$ cat config.mk
export PLATFORM = sky130hd
export DESIGN_NAME = ann_logsig_sched
export DESIGN_NICKNAME = d
export VERILOG_FILES = /design/src/rtl/ann_logsig_sched.sv
export SDC_FILE = /design/constraint.sdc
export NUM_CORES = 1
export LEC_CHECK = 0
export BUFFER_PORTS_ARGS = -buffer_cell sky130_fd_sc_hd__buf_2
export CAP_MARGIN = 20
export CORE_MARGIN = 1.5
export CORE_UTILIZATION = 40
export CTS_CLUSTER_DIAMETER = 50
export DETAILED_ROUTE_END_ITERATION = 8
export PLACE_DENSITY = 0.7
export SYNTH_ARGS = -nofsm -noshare
export SYNTH_HDL_FRONTEND = slang
export SYNTH_SLANG_ARGS = --single-unit
$ cat constraint.sdc
create_clock -name iClk -period 7.3 [get_ports iClk]
set_clock_uncertainty 0.2 [all_clocks]
set_input_delay 1.46 -clock iClk [delete_from_list [all_inputs] [get_ports iClk]]
set_output_delay 1.46 -clock iClk [all_outputs]
set_load 0.05 [all_outputs]
$ cat src/rtl/ann_logsig_sched.sv
// rtl/ann_logsig_sched.sv - round-robin scheduler sharing one pipelined sigmoid unit among N_REQ requesters
// Issues one tagged operand per cycle, routes each result to its issuer and signals layer completion.
module ann_logsig_sched #(
  parameter int N_REQ  = 4,
  parameter int DATA_W = 32,
  parameter int LAT    = 4,
  parameter int IDW    = 2
) (
  input  logic                    iClk,
  input  logic                    iReset_n,
  input  logic                    iLayer_start,
  input  logic [15:0]             iLayer_cnt,
  input  logic [N_REQ-1:0]        iReq,
  input  logic [N_REQ*DATA_W-1:0] iReq_data,
  output logic [N_REQ-1:0]        oGrant,
  output logic                    oSig_valid,
  output logic [DATA_W-1:0]       oSig_data,
  input  logic                    iSig_ready,
  input  logic [DATA_W-1:0]       iSig_data,
  output logic [N_REQ-1:0]        oResp_valid,
  output logic [DATA_W-1:0]       oResp_data,
  output logic                    oLayer_done,
  output logic                    oBusy,
  output logic                    oErr
);

  typedef enum logic [1:0] {IDLE, RUN, DRAIN, DONE} state_t;

  state_t                        state;
  logic [15:0]                   cnt;
  logic [15:0]                   issue_cnt;
  logic [15:0]                   ret_cnt;
  logic [IDW-1:0]                rr_ptr;
  logic [IDW-1:0]                issue_id;
  logic [LAT+1:1]                tag_v;
  logic [LAT+1:1][IDW-1:0]       tag_id;

  logic [N_REQ-1:0]              eligible;
  logic                          win_found;
  logic [IDW-1:0]                win;
  logic [IDW-1:0]                scan_idx;
  logic [IDW-1:0]                rr_next;
  logic                          issue;

  // A requester whose grant is showing this cycle is masked so it cannot win twice in a row.
  always_comb begin
    eligible  = iReq & ~oGrant;
    win_found = 1'b0;
    win       = '0;
    scan_idx  = '0;
    for (int k = 0; k < N_REQ; k++) begin
      scan_idx = IDW'((int'(rr_ptr) + k) % N_REQ);
      if (!win_found && eligible[scan_idx]) begin
        win_found = 1'b1;
        win       = scan_idx;
      end
    end
    rr_next = (int'(win) == N_REQ - 1) ? '0 : win + 1'b1;
    issue   = (state == RUN) && (issue_cnt < cnt) && win_found;
  end

  always_ff @(posedge iClk or negedge iReset_n) begin
    if (!iReset_n) begin
      state       <= IDLE;
      cnt         <= '0;
      issue_cnt   <= '0;
      ret_cnt     <= '0;
      rr_ptr      <= '0;
      issue_id    <= '0;
      tag_v       <= '0;
      tag_id      <= '0;
      oGrant      <= '0;
      oSig_valid  <= 1'b0;
      oSig_data   <= '0;
      oResp_valid <= '0;
      oResp_data  <= '0;
      oLayer_done <= 1'b0;
      oBusy       <= 1'b0;
      oErr        <= 1'b0;
    end else begin
      oGrant      <= '0;
      oSig_valid  <= issue;
      oResp_valid <= '0;
      oLayer_done <= 1'b0;

      if (issue) begin
        oGrant[win] <= 1'b1;
        oSig_data   <= iReq_data[int'(win)*DATA_W +: DATA_W];
        issue_id    <= win;
        rr_ptr      <= rr_next;
        issue_cnt   <= issue_cnt + 16'd1;
      end

      // Tag for the operand on the bus this cycle; stage LAT lines up with the unit's ready strobe.
      tag_v  <= {tag_v[LAT:1], oSig_valid};
      tag_id <= {tag_id[LAT:1], issue_id};

      if (tag_v[LAT] != iSig_ready) begin
        oErr <= 1'b1;
      end

      if (tag_v[LAT+1]) begin
        oResp_valid[tag_id[LAT+1]] <= 1'b1;
        oResp_data                 <= iSig_data;
        ret_cnt                    <= ret_cnt + 16'd1;
      end

      case (state)
        IDLE: begin
          if (iLayer_start) begin
            cnt       <= iLayer_cnt;
            issue_cnt <= '0;
            ret_cnt   <= '0;
            oErr      <= 1'b0;
            if (iLayer_cnt == 16'd0) begin
              state       <= DONE;
              oLayer_done <= 1'b1;
            end else begin
              state <= RUN;
              oBusy <= 1'b1;
            end
          end
        end
        RUN: begin
          if (issue && (issue_cnt + 16'd1 == cnt)) begin
            state <= DRAIN;
          end
        end
        DRAIN: begin
          if (ret_cnt == cnt) begin
            state       <= DONE;
            oBusy       <= 1'b0;
            oLayer_done <= 1'b1;
          end
        end
        DONE: begin
          state <= IDLE;
        end
        default: begin
          state <= IDLE;
        end
      endcase
    end
  end

endmodule

# After elaboration in Yosys (flattened, before gate mapping)
# Index checks and enable logic that the tools add are counted.
# totals
out_inout_bits	76
inputBits	184
word_cells	111
register_bits	145
# op_classes
order_cmp	9
n_bitwise	2
eq_ne	11
shifts	1
muxes	45
n_addsub	6
reduce_logical	17
# op_table
operator	count
128-bit by 8-bit variable part select with 32-bit output	1
16-bit 2-to-1 mux	6
16-bit by 1-bit adder with 16-bit output (second input constant)	2
16-bit equality test	2
1-bit 2-to-1 mux	19
2-bit by 3-bit less-than comparator with 1-bit output (second input constant)	6
2-bit 2-to-1 mux	9
16-bit zero test	1
16-bit less-than comparator	1
1-bit binary-select mux with 2-bit select	4
1-bit logical AND	8
4-bit 2-to-1 mux	2
2-bit case mux with 4 select lines	1
2-bit != test (second input constant)	3
2-bit by 1-bit adder with 2-bit output (second input constant)	2
2-bit adder (second input constant)	2
4-bit bitwise AND	1
1-bit demux with 2-bit select	2
2-bit by 1-bit equality test with 1-bit output (second input constant)	2
2-bit equality test (second input constant)	2
2-bit by 1-bit greater-or-equal comparator with 1-bit output (second input constant)	2
4-bit NOT	1
1-bit case mux with 2 select lines	2
4-bit AND reduction	1
7 further kinds	9

# Logic depth before layout (Yosys ltp)
# Gate-level depths: netlist of run 1.
# depth
word_depth	19
depth_mapped	10
depth_no_buf	10

# Worst setup path after synthesis of run 1
# No wires, ideal clock.
# synth_path
kind	input-to-reg
start	input iReq[3]
end	register rr_ptr[1]
required_ns	7.017
path_buffers	2
arrival_ns	3.057
cell_stages	9
setup_time_ns	0.083
slack_ns	3.960
cell_sequence	nor2b_1 o21ai_0 a22oi_1 o21a_1 buf_2 buf_1 inv_1 ha_1 o21ai_0
# synth_between
elab_chain_cells	15
elab_cells_between_ends	27
classes_between	add/sub (1); eq/ne (1); mux (17); bitwise (1); reduce/logical (7)
# synth_rtl
element	line_no	rtl
from (decl)	13	input logic [N_REQ-1:0] iReq,
4-bit bitwise AND (*)	47	eligible = iReq & ~oGrant;
1-bit binary-select mux with 2-bit select	53	if (!win_found && eligible[scan_idx]) begin
1-bit 2-to-1 mux (implied by the code)	53	
1-bit 2-to-1 mux	53	
1-bit zero test	53	
1-bit logical AND	53	
1-bit 2-to-1 mux	53	
1-bit zero test	53	
1-bit logical AND	53	
1-bit 2-to-1 mux	53	
1-bit zero test	53	
1-bit logical AND	53	
2-bit 2-to-1 mux (*)	53	
via win[0]	40	logic [IDW-1:0] win;
2-bit by 1-bit adder with 2-bit output or 2-bit by 1-bit equality test with 1-bit output (tied branches)	58	rr_next = (int'(win) == N_REQ - 1) ? '0 : win + 1'b1;
2-bit 2-to-1 mux (*)	58	
to (signal assigned)	90	rr_ptr <= rr_next;
to (decl)	33	logic [IDW-1:0] rr_ptr;
# The timed path passes the listed nets; every way through them passes the cells marked *. The select of a mux whose other input is x is not followed.
# A chain may end at the register's enable or synchronous reset.

# Worst setup path in the final report of run 1
# layout_path
start	input iReq[1]
end	register oSig_data[4]
# layout_between
elab_chain_cells	14
elab_cells_between_ends	25
classes_between	shift (1); mux (16); bitwise (1); reduce/logical (7)
# layout_rtl
element	line_no	rtl
4-bit bitwise AND (*)	47	
1-bit binary-select mux with 2-bit select	53	
1-bit 2-to-1 mux (implied by the code)	53	
1-bit 2-to-1 mux	53	
1-bit zero test	53	
1-bit logical AND	53	
1-bit 2-to-1 mux	53	
1-bit zero test	53	
1-bit logical AND	53	
1-bit 2-to-1 mux	53	
1-bit zero test	53	
1-bit logical AND	53	
2-bit 2-to-1 mux or 1-bit 2-to-1 mux (tied branches)	53	
128-bit by 8-bit variable part select with 32-bit output or 1-bit logical AND (tied branches)	88, 59	
to (signal assigned)	88	oSig_data <= iReq_data[int'(win)*DATA_W +: DATA_W];
to (decl)	17	output logic [DATA_W-1:0] oSig_data,
# Every way passes the cells marked *; elsewhere a longest branch is shown, timed or not. The select of a mux whose other input is x is not followed.

==> run_results.csv, run 1 <==
group,metric,value,unit
status,status,"completed",
final_layout,diodes,0,
floorplan,ioPinCount,260,
yosys,syn_nets,952,
setup_path,reg2reg_from,"oGrant[1]",
timing,hold_viol_final,0,
yosys,yosys.area.top_type,"dfrtp_1",
setup_path,crit_path_start,"iReq[1]",
place,gp_congestion,0.829,
place,hpwl,14100,um
timing,finalSetupViolCount,0,
detailed_routing,avgRoutedWirePerCell,15.2,um
timing,max_freq,0.259,GHz
setup_path,critPathMaxFanout,67,
floorplan,die_x,143,um
yosys,syn_inst,743,
setup_path,reg2reg_setup_slack,4.13,ns
yosys,yosys_register_bits,145,
yosys,syn_area_per_cell,10.6,sq um
cts,clockBufferDepth,2,
floorplan,row_count,51,
floorplan,die_y,143,um
yosys,syn_area,7860,sq um
yosys,yosys.cell_types.count,58,
detailed_routing,routed_wirelength,19200,um
setup_path,rr_worst_depth,8,
yosys,synthMuxAreaShare,0.177,
timing,drv_slew,0,
timing,tightest_slew,1.10,ns
setup_path,endpoint,"oSig_data[4]",
cts,cts_hold_buf,0,
cts,cts.clk_slew.worst_paths,0.06,ns
timing,maxSlewHeadroom,0.267,
final_layout,num-nets-final,1196,
cts,clock_sinks,145,
yosys,synthAdderAreaFrac,0.0398,
yosys,synth_top_family_by_area,"multiplexers",
setup_path,endpoint_kind,"flop",
pwr,power.density,192,nW/um^2
worst_hold_path,holdPathStages,0,
setup_path,worstPathRequired,7.39,ns
grt,grt_max_degree,81,
detailed_routing,drtPass1Iterations,4,
final_layout,syn2layout_area_growth,28.3,%
yosys,synth_flop_cell,"dfrtp_1",
final_layout,drive_gt1_frac,0.377,
grt,grt_usage,0.194,
yosys,ys_seq_area_frac,0.462,
floorplan,core,19400,sq um
timing,tns,0,ns
floorplan,start_util,0.405,
pwr,peakVddDrop,139,uV
yosys,synthSimpleGateAreaFrac,0.138,
yosys,synth_compound_area_frac,0.0746,
timing,post-route-period-util,0.528,
timing,holdWs,0.143,ns
cts,cts_tree,"yes",
setup_path,crit_type,"input port to flop",
setup_path,start_kind,"input port",
cts,h-tree-depth,4,
grt,grt_pass1_wl,30500,um
setup_path,r2r-end,"oSig_data[4]",
yosys,synth_edf_count,0,
yosys,synthArstFlopShare,1.00,
timing,min_period,3.86,ns
yosys,synth_top_area_share,0.462,
pwr,p_leak,5.08,nW
cts,post_cts_resized,0,
detailed_routing,via_per_inst,4.96,
yosys,ys_warn_count,0,
yosys,synth-xor-area-share,0.0680,
cts,post_cts_buffers,0,
timing,rsz0062_at_grt,"false",
yosys,yosys-top-cells-area,"dfrtp_1 (46%), mux2_2 (9.3%), mux2i_1 (8.4%)",
yosys,yosysMostFrequentCell,"dfrtp_1",
setup_path,cp_data_arrival_time,3.95,ns
grt,overflow,0,
detailed_routing,ant_nets,0,
cts,cts_made_buffers,17,
cts,clk_latency,0.42,ns
detailed_routing,dr_total_vias,6260,
grt,grt_pass1_vias,5920,
detailed_routing,initialDrtViolationCount,265,
floorplan,die_area,20500,sq um
place,io_buffers,259,
cts,root_buffer,"clkbuf_16",
grt,antenna_found_initial,1,
detailed_routing,drc,0,
flow_run,max_cap_violations,0,
yosys,netlist_top_cells_count,"dfrtp_1 (145), nand2_1 (68), mux2i_1 (66)",
worst_hold_path,hp-class,"flop to flop",
-- flip-flops by register name, indices dropped and copies added (netlist names) --
name / count
oResp_data: 32
oSig_data: 32
cnt: 16
issue_cnt: 16
ret_cnt: 16
tag_id: 10
tag_v: 5
oGrant: 4
oResp_valid: 4
issue_id: 2
rr_ptr: 2
state: 2
oBusy: 1
oErr: 1
oLayer_done: 1
oSig_valid: 1
-- logic make-up (layout without fill, tap and decap cells) --
family                   Yosys count  after routing
flip-flops                       145            145
AND/OR/NAND/NOR                  211            211
AO/OA/AOI/OAI                    101            101
multiplexers                     131            131
adder cells (fa/ha/maj)           25             25
XOR/XNOR                          61             61
buffers and inverters             69            324
-- cell type report --
class / instances / area, sq um
well taps: 265 / 332
clock inverters: 9 / 203
multi-input cells: 529 / 3930
fillers: 1838 / 9310
flip-flops and latches: 145 / 3630
repair buffers: 268 / 1420
inverters: 26 / 97.6
clock buffers: 21 / 480
-- cell usage in the layout, fill, tap and decap left out, types with 8 or more instances in the layout --
| cell type | netlist | final |
|---|---|---|
| a21oi_1 | 17 | 17 |
| and3_1 | 13 | 13 |
| buf_2 | 5 | 258 |
| clkbuf_16 | 0 | 17 |
| dfrtp_1 | 145 | 145 |
| ha_1 | 25 | 25 |
| inv_1 | 25 | 25 |
| mux2_2 | 65 | 65 |
| mux2i_1 | 66 | 66 |
| nand2_1 | 68 | 68 |
| nand3_1 | 20 | 20 |
| nand3b_1 | 8 | 8 |
| nand4_1 | 14 | 14 |
| nor2_1 | 44 | 44 |
| nor4_1 | 9 | 9 |
| o21ai_0 | 47 | 47 |
| o21ai_1 | 11 | 11 |
| xnor2_1 | 13 | 13 |
| xor2_1 | 48 | 48 |
-- stage by stage --
| stage | power [W] | util | cell area (sq um) | cells | setup WS (ns) |
|---|---|---|---|---|---|
| after floorplan | 0.000883 | - | 7860 | 743 | 3.96 |
| after global placement | 0.000960 | 0.481 | 9340 | 1230 | 3.01 |
| after detailed placement | 0.000961 | 0.481 | 9340 | 1230 | 2.94 |
| after CTS | 0.00197 | 0.517 | 10000 | 1260 | 3.37 |
| after global routing | 0.00202 | 0.520 | 10100 | 1263 | 3.29 |
| final | 0.00194 | 0.520 | 10100 | 1263 | 3.44 |
-- critical path, cell delays in order --
cell and delay, ns:
buf_2 0.09, nand2b_1 0.12, nand2_1 0.07, a21oi_1 0.26, a2bb2oi_4 0.15, buf_4 0.79, mux2i_1 0.66, mux2_2 0.26
o21ai_0 0.06
-- how the worst min path moves through the flow --
stage	startpoint	endpoint	slack [ns]
global route	tag_id[7]	tag_id[9]	0.15
detailed placement	tag_id[6]	tag_id[8]	0.13
global placement	tag_id[4]	tag_id[6]	0.13
finish	tag_id[7]	tag_id[9]	0.14
CTS	tag_id[7]	tag_id[9]	0.15
floorplan	tag_id[0]	tag_id[2]	0.13
-- power by group --
part | switching (W) | total (W) | internal, W
combinational | 0.0000649 | 0.000143 | 0.0000778
sequential | 0.00000000000000000000602 | 0.000804 | 0.000804
clock | 0.000321 | 0.000994 | 0.000673
-- metal layers --
| metal | vias up | global-route usage | part of all wire |
|---|---|---|---|
| met1 | 2916 | 0.250 | 0.44 |
| met4 | 2 | 0.0770 | 0.023 |
| met2 | 218 | 0.316 | 0.48 |
| met3 | 24 | 0.0436 | 0.056 |
| met5 | - | 0 | 0.00068 |
| li1 | 3100 | - | - |
(Power assumes the default switching activity.)
==> run 2: changes to the inputs <==
--- a/config.mk
+++ b/config.mk
@@ -5,13 +5,14 @@
 export SDC_FILE = /design/constraint.sdc
 export NUM_CORES = 1
 export LEC_CHECK = 0
+export ABC_AREA = 1
 export BUFFER_PORTS_ARGS = -buffer_cell sky130_fd_sc_hd__buf_2
 export CAP_MARGIN = 20
 export CORE_MARGIN = 1.5
 export CORE_UTILIZATION = 40
 export CTS_CLUSTER_DIAMETER = 50
 export DETAILED_ROUTE_END_ITERATION = 8
-export PLACE_DENSITY = 0.7
+export PLACE_DENSITY = 0.69
 export SYNTH_ARGS = -nofsm -noshare
 export SYNTH_HDL_FRONTEND = slang
 export SYNTH_SLANG_ARGS = --single-unit
==> constraint.sdc (replaced) <==
create_clock -name iClk -period 3.8 [get_ports iClk]
set_clock_uncertainty 0.2 [all_clocks]
set_input_delay 0.76 -clock iClk [delete_from_list [all_inputs] [get_ports iClk]]
set_output_delay 0.76 -clock iClk [all_outputs]
set_load 0.05 [all_outputs]
==> run_results.csv, run 2 <==
group,metric,value,unit
yosys,netlist_top_cells_count,"nand2_1 (416), dfrtp_1 (145), inv_1 (125)",
timing,maxSlewHeadroom,0.541,
timing,holdWs,0.144,ns
cts,cts.clk_slew.worst_paths,0.06,ns
place,dpl_cell_area,9910,sq um
setup_path,cp_cell_sequence,"inv_1 -> ha_1 -> a21oi_1 -> o21ai_0 -> nand2_1 -> nand2_1 -> nand2_1 -> nand3_1 -> nor2_4 -> buf_4 -> buf_4 -> nand2_1 -> o21a_1",
yosys,syn_inst,1155,
yosys,synth_top_area_share,0.430,
setup_path,critPathBufInv,3,
yosys,synthArstFlopShare,1.00,
yosys,yosysMostFrequentCell,"nand2_1",
flow_run,max_cap_violations,0,
timing,tightest_slew,0.688,ns
floorplan,core,20500,sq um
setup_path,cp_data_arrival_time,3.03,ns
cts,clk_latency,0.43,ns
setup_path,crit_type,"flop to flop",
grt,grt_usage,0.215,
detailed_routing,via_per_inst,4.88,
floorplan,die_y,148,um
yosys,syn_nets,1364,
cts,cts_made_buffers,17,
detailed_routing,dr_total_vias,8192,
grt,antenna_found_initial,0,
pwr,p_leak,5.80,nW
final_layout,num-nets-final,1606,
place,gp_congestion,0.912,
place,placed_cells,1648,
setup_path,cp_top_family,"buffers and inverters",
timing,post-route-period-util,0.769,
setup_path,slowest_stage,"dfrtp_1",
cts,post_cts_buffers,0,
detailed_routing,drtPass1Iterations,5,
pwr,peakVddDrop,218,uV
yosys,yosys.cell_types.count,39,
yosys,ys_seq_area_frac,0.430,
cts,h-tree-depth,4,
detailed_routing,routed_wirelength,23400,um
yosys,yosys.area.top_type,"dfrtp_1",
setup_path,cpPeakStageDelay,0.42,ns
detailed_routing,ant_nets,0,
worst_hold_path,hp-class,"flop to flop",
final_layout,syn2layout_area_growth,25.0,%
detailed_routing,avgRoutedWirePerCell,13.9,um
setup_path,endpoint_kind,"flop",
final_layout,stdcell_area,10500,sq um
setup_path,cp_common_cell,"nand2_1",
yosys,syn_area,8440,sq um
timing,hold_viol_final,0,
final_layout,biggestRegsByFlops,"oResp_data: 32 flops, oSig_data: 32 flops",
timing,min_period,2.92,ns
final_layout,final_util,0.515,
status,status,"completed",
floorplan,row_count,52,
cts,cts_hold_buf,0,
cts,clock_sinks,145,
grt,overflow,0,
timing,tns,0,ns
yosys,ys_warn_count,0,
timing,drv_slew,0,
yosys,synth_edf_count,0,
floorplan,ioPinCount,260,
floorplan,die_area,22000,sq um
yosys,syn_area_per_cell,7.31,sq um
final_layout,final_cells,1680,
cts,root_buffer,"clkbuf_16",
grt,grt_max_degree,74,
yosys,yosys-top-cells-area,"dfrtp_1 (43%), nand2_1 (18%), nand3_1 (6.8%)",
floorplan,start_util,0.412,
cts,clockBufferDepth,2,
cts,post_cts_resized,0,
pwr,power.density,366,nW/um^2
final_layout,drive_gt1_frac,0.227,
floorplan,die_x,148,um
timing,rsz0062_at_grt,"false",
cts,cts_tree,"yes",
place,hpwl,17600,um
timing,max_freq,0.342,GHz
timing,finalSetupViolCount,0,
setup_path,critPathMaxFanout,35,
grt,grt_pass1_vias,7721,
final_layout,layout_common_cells,"nand2_1 (416), buf_2 (258), dfrtp_1 (145)",
place,io_buffers,259,
grt,grt_pass1_wl,37400,um
detailed_routing,initialDrtViolationCount,379,
final_layout,layout_commonest_cell,"nand2_1",
setup_path,start_kind,"flop",
detailed_routing,drc,0,
yosys,synth_flop_cell,"dfrtp_1",
final_layout,diodes,0,
yosys,yosys_register_bits,145,
setup_path,worstPathRequired,3.91,ns
==> run 2: changes by cell type after synthesis, moves of 13 or more <==
cell	change
nand2_1	+348
inv_1	+100
nand3_1	+95
mux2i_1	-66
mux2_2	-65
xor2_1	-41
nand3b_1	+26
a21oi_1	+21
or2_0	+19
and3_1	-13
==> run 2: per-stage QoR <==
stage,power (W),worst slack [ns]
floorplan,0.00191,1.27
global placement,0.00212,0.754
detailed placement,0.00212,0.720
CTS,0.00391,0.868
global route,0.00402,0.654
finish,0.00386,0.878
==> run 2: worst reg2reg max path, stage by stage (launching register included) <==
cell     delay (ns)
dfrtp_1        0.42
inv_1          0.11
ha_1           0.32
a21oi_1        0.12
o21ai_0        0.12
nand2_1        0.08
nand2_1        0.07
nand2_1        0.06
nand3_1        0.17
nor2_4         0.17
buf_4          0.27
buf_4          0.42
nand2_1        0.16
o21a_1         0.14
==> run 2: routing by layer <==
layer / wire, um / global-route usage / vias up / part of all wire
met3: 1360 / 0.0390 / 29 / 0.058
met1: 10300 / 0.279 / 3687 / 0.44
met4: 570 / 0.0787 / 0 / 0.024
met5: 0 / 0 / - / 0
li1: - / - / 4181 / -
met2: 11100 / 0.358 / 295 / 0.48
==> run 2: final timing paths <==
path | cells past startpoint | end | from | slack (ns)
setup / recovery | 13 | issue_id[0] | cnt[3] | 0.88
hold / removal | 0 | tag_id[6] | tag_id[4] | 0.14
setup reg to reg | 13 | issue_id[0] | cnt[3] | 0.88
hold reg to reg | 0 | tag_id[6] | tag_id[4] | 0.14
max in group asynchronous | 2 | tag_id[3] | iReset_n | 2.41
min in group asynchronous | 1 | oResp_data[0] | iReset_n | 0.16
==> run 2: logic make-up (layout without fill, tap and decap cells) <==
logic type,Yosys count,after routing,share of synthesized area
compound gates,103,103,0.0648
buf+inv,178,433,0.0883
simple gates,690,690,0.365
flops,145,145,0.430
xor+xnor,14,14,0.0154
fa+ha+maj,25,25,0.0371
==> run 2: final cells by class <==
cell class,instances,area (sq um)
tap,270,338
timing repair buffer,270,1390
inverter,131,494
sequential,145,3630
multi-input combinational,832,4070
clock inverter,15,210
fill,1983,9950
clock buffer,17,425
==> run 2: power by group <==
group	switching [W]	leakage [nW]	internal (W)	total [W]
logic	0.000325	3.79	0.000160	0.000485
registers	0.0000210	1.70	0.00158	0.00160
clock network	0.000760	0.308	0.00102	0.00178
==> run 3: changes to the inputs <==
--- a/config.mk
+++ b/config.mk
@@ -12,7 +12,7 @@
 export CORE_UTILIZATION = 40
 export CTS_CLUSTER_DIAMETER = 50
 export DETAILED_ROUTE_END_ITERATION = 8
-export PLACE_DENSITY = 0.69
+export PLACE_DENSITY = 0.71
 export SYNTH_ARGS = -nofsm -noshare
 export SYNTH_HDL_FRONTEND = slang
 export SYNTH_SLANG_ARGS = --single-unit
==> constraint.sdc (replaced) <==
create_clock -name iClk -period 2.6 [get_ports iClk]
set_clock_uncertainty 0.2 [all_clocks]
set_input_delay 0.52 -clock iClk [delete_from_list [all_inputs] [get_ports iClk]]
set_output_delay 0.52 -clock iClk [all_outputs]
set_load 0.05 [all_outputs]
==> run_results.csv, run 3 (synthesis results as in run 2) <==
group,metric,value,unit
status,status,"completed",
setup_path,reg2reg_from,"rr_ptr[0]",
setup_path,critPathBufInv,2,
setup_path,cp_top_family,"simple AND/OR/NAND/NOR gates",
setup_path,rr_worst_depth,14,
final_layout,layout_commonest_cell,"nand2_1",
timing,setup_ws,0.236,ns
cts,cts_tree,"yes",
final_layout,diodes,0,
setup_path,critPathMaxFanout,20,
pwr,seq_power_share,0.425,
final_layout,syn2layout_area_growth,29.9,%
cts,root_buffer,"clkbuf_16",
pwr,power.density,502,nW/um^2
setup_path,cp_data_arrival_time,2.47,ns
pwr,power_switching,0.00156,W
place,io_buffers,259,
floorplan,die_x,148,um
cts,clock_sinks,145,
grt,grt_usage,0.215,
detailed_routing,drtPass1Iterations,4,
worst_hold_path,holdPathStages,3,
floorplan,ioPinCount,260,
place,hpwl,18300,um
floorplan,die_area,22000,sq um
pwr,p_leak,6.02,nW
setup_path,worstPathRequired,2.71,ns
setup_path,cpPeakStageDelay,0.48,ns
place,dp_slack,-0.0459,ns
flow_run,max_cap_violations,0,
setup_path,cp_cell_sequence,"inv_2 -> nand3_1 -> and2_1 -> o21ai_0 -> nor2_1 -> nor2_1 -> nand2_4 -> nand2_8 -> buf_8 -> nand2_1 -> nand3_1 -> nand2_1 -> nand2_1 -> nand2_1",
final_layout,biggestRegsByFlops,"oResp_data: 32 flops, oSig_data: 32 flops",
pwr,peakVddDrop,407,uV
grt,grt_pass1_wl,37800,um
grt,grt_max_degree,59,
detailed_routing,via_per_inst,4.86,
final_layout,final_util,0.535,
final_layout,layout_common_cells,"nand2_1 (416), buf_2 (258), dfrtp_1 (144)",
floorplan,die_y,148,um
timing,max_freq,0.423,GHz
detailed_routing,initialDrtViolationCount,432,
setup_path,crit_type,"flop to flop",
setup_path,start_kind,"flop",
timing,min_period,2.36,ns
place,gp_congestion,0.882,
pwr,clkPwrFrac,0.440,
detailed_routing,routed_wirelength,24200,um
detailed_routing,dr_total_vias,8376,
worst_hold_path,hp-class,"input port to flop",
setup_path,crit_path_start,"rr_ptr[0]",
timing,finalSetupViolCount,0,
grt,overflow,0,
setup_path,crit_cells,14,
setup_path,cp_common_cell,"nand2_1",
pwr,power.internal,0.00395,W
floorplan,row_count,52,
setup_path,reg2reg_setup_slack,0.24,ns
pwr,switching_share,0.283,
detailed_routing,drc,0,
timing,drv_slew,0,
floorplan,start_util,0.412,
detailed_routing,ant_nets,0,
floorplan,core,20500,sq um
cts,clk_latency,0.42,ns
timing,post-route-period-util,0.909,
final_layout,drive_gt1_frac,0.251,
worst_hold_path,min_from,"iSig_data[25]",
cts,h-tree-depth,4,
cts,cts.clk_slew.worst_paths,0.06,ns
timing,rsz0062_at_grt,"false",
grt,antenna_found_initial,0,
timing,maxSlewHeadroom,0.606,
final_layout,num-nets-final,1649,
setup_path,endpoint_kind,"flop",
cts,cts_made_buffers,17,
timing,hold_viol_final,0,
grt,grt_pass1_vias,7797,
final_layout,nFillCells,1953,
pwr,power_frac_comb,0.135,
timing,tightest_slew,0.591,ns
setup_path,slowest_stage,"dfrtp_2",
detailed_routing,avgRoutedWirePerCell,14.0,um
cts,clockBufferDepth,2,
## run 3: cell types whose count changed in the layout (fill, tap and decap cells not counted), sizes merged
cell,delta
dlygate4sd3,+1
inv,-1
bufinv,-1
nor2,+2
clkbuf,+3
buf,+39
## run 3: layer usage
layer	vias up	GRT usage	share of wire
li1	4258	-	-
met1	3815	0.275	0.43
met2	279	0.371	0.50
met3	24	0.0405	0.057
met4	0	0.0599	0.015
met5	-	0	0
## run 3: power groups by stage
stage	Clock (W)	Sequential (W)	Combinational (W)
2_1_floorplan	0	0.00256	0.000243
5_1_grt	0.00257	0.00234	0.000816
4_1_cts	0.00248	0.00234	0.000739
3_3_place_gp	0	0.00238	0.000731
3_5_place_dp	0	0.00238	0.000736
6_report	0.00242	0.00234	0.000742
## run 3: through the flow
| step | TNS (ns) | area (sq um) | std cells | total power [W] | hold slack (ns) |
|---|---|---|---|---|---|
| after global routing | 0 | 11000 | 1723 | 0.00573 | 0.0855 |
| after floorplan | 0 | 8440 | 1155 | 0.00280 | 0.0244 |
| after detailed placement | -0.324 | 10300 | 1685 | 0.00311 | 0.135 |
| after global placement | 0 | 10300 | 1685 | 0.00311 | 0.132 |
| after CTS | 0 | 10900 | 1718 | 0.00556 | 0.0795 |
| final | 0 | 11000 | 1723 | 0.00550 | 0.0999 |
## run 3: timing repair
action / CTS / global route
gates resized for setup: 2 / 9
cloned: 0 / 3
hold buffers: 1 / 0
buffers inserted: 0 / 2
endpoints found under the setup margin: 28 / 36
endpoints found under the hold margin: 32 / 0
pin swaps: 0 / 1
## run 3: final timing paths
kind                             endpoint
setup reg to reg            oSig_data[22]
setup / recovery            oSig_data[22]
min in group asynchronous   oResp_data[3]
hold / removal             oResp_data[25]
max in group asynchronous       rr_ptr[0]
hold reg to reg                 tag_id[5]
## run 3: cell type report
cell class / instances / area (sq um) / share of cell area
clock buffers: 19 / 443 / 0.0404
clock inverters: 13 / 140 / 0.0128
inverters: 131 / 494 / 0.0451
multi-input cells: 834 / 4110 / 0.375
flip-flops and latches: 145 / 3630 / 0.331
well taps: 270 / 338 / 0.0308
repair buffers: 311 / 1810 / 0.165
## run 3: worst min-delay path: stages
cell and delay (ns):
buf_2 0.07, nand2_1 0.04, nand2_1 0.05
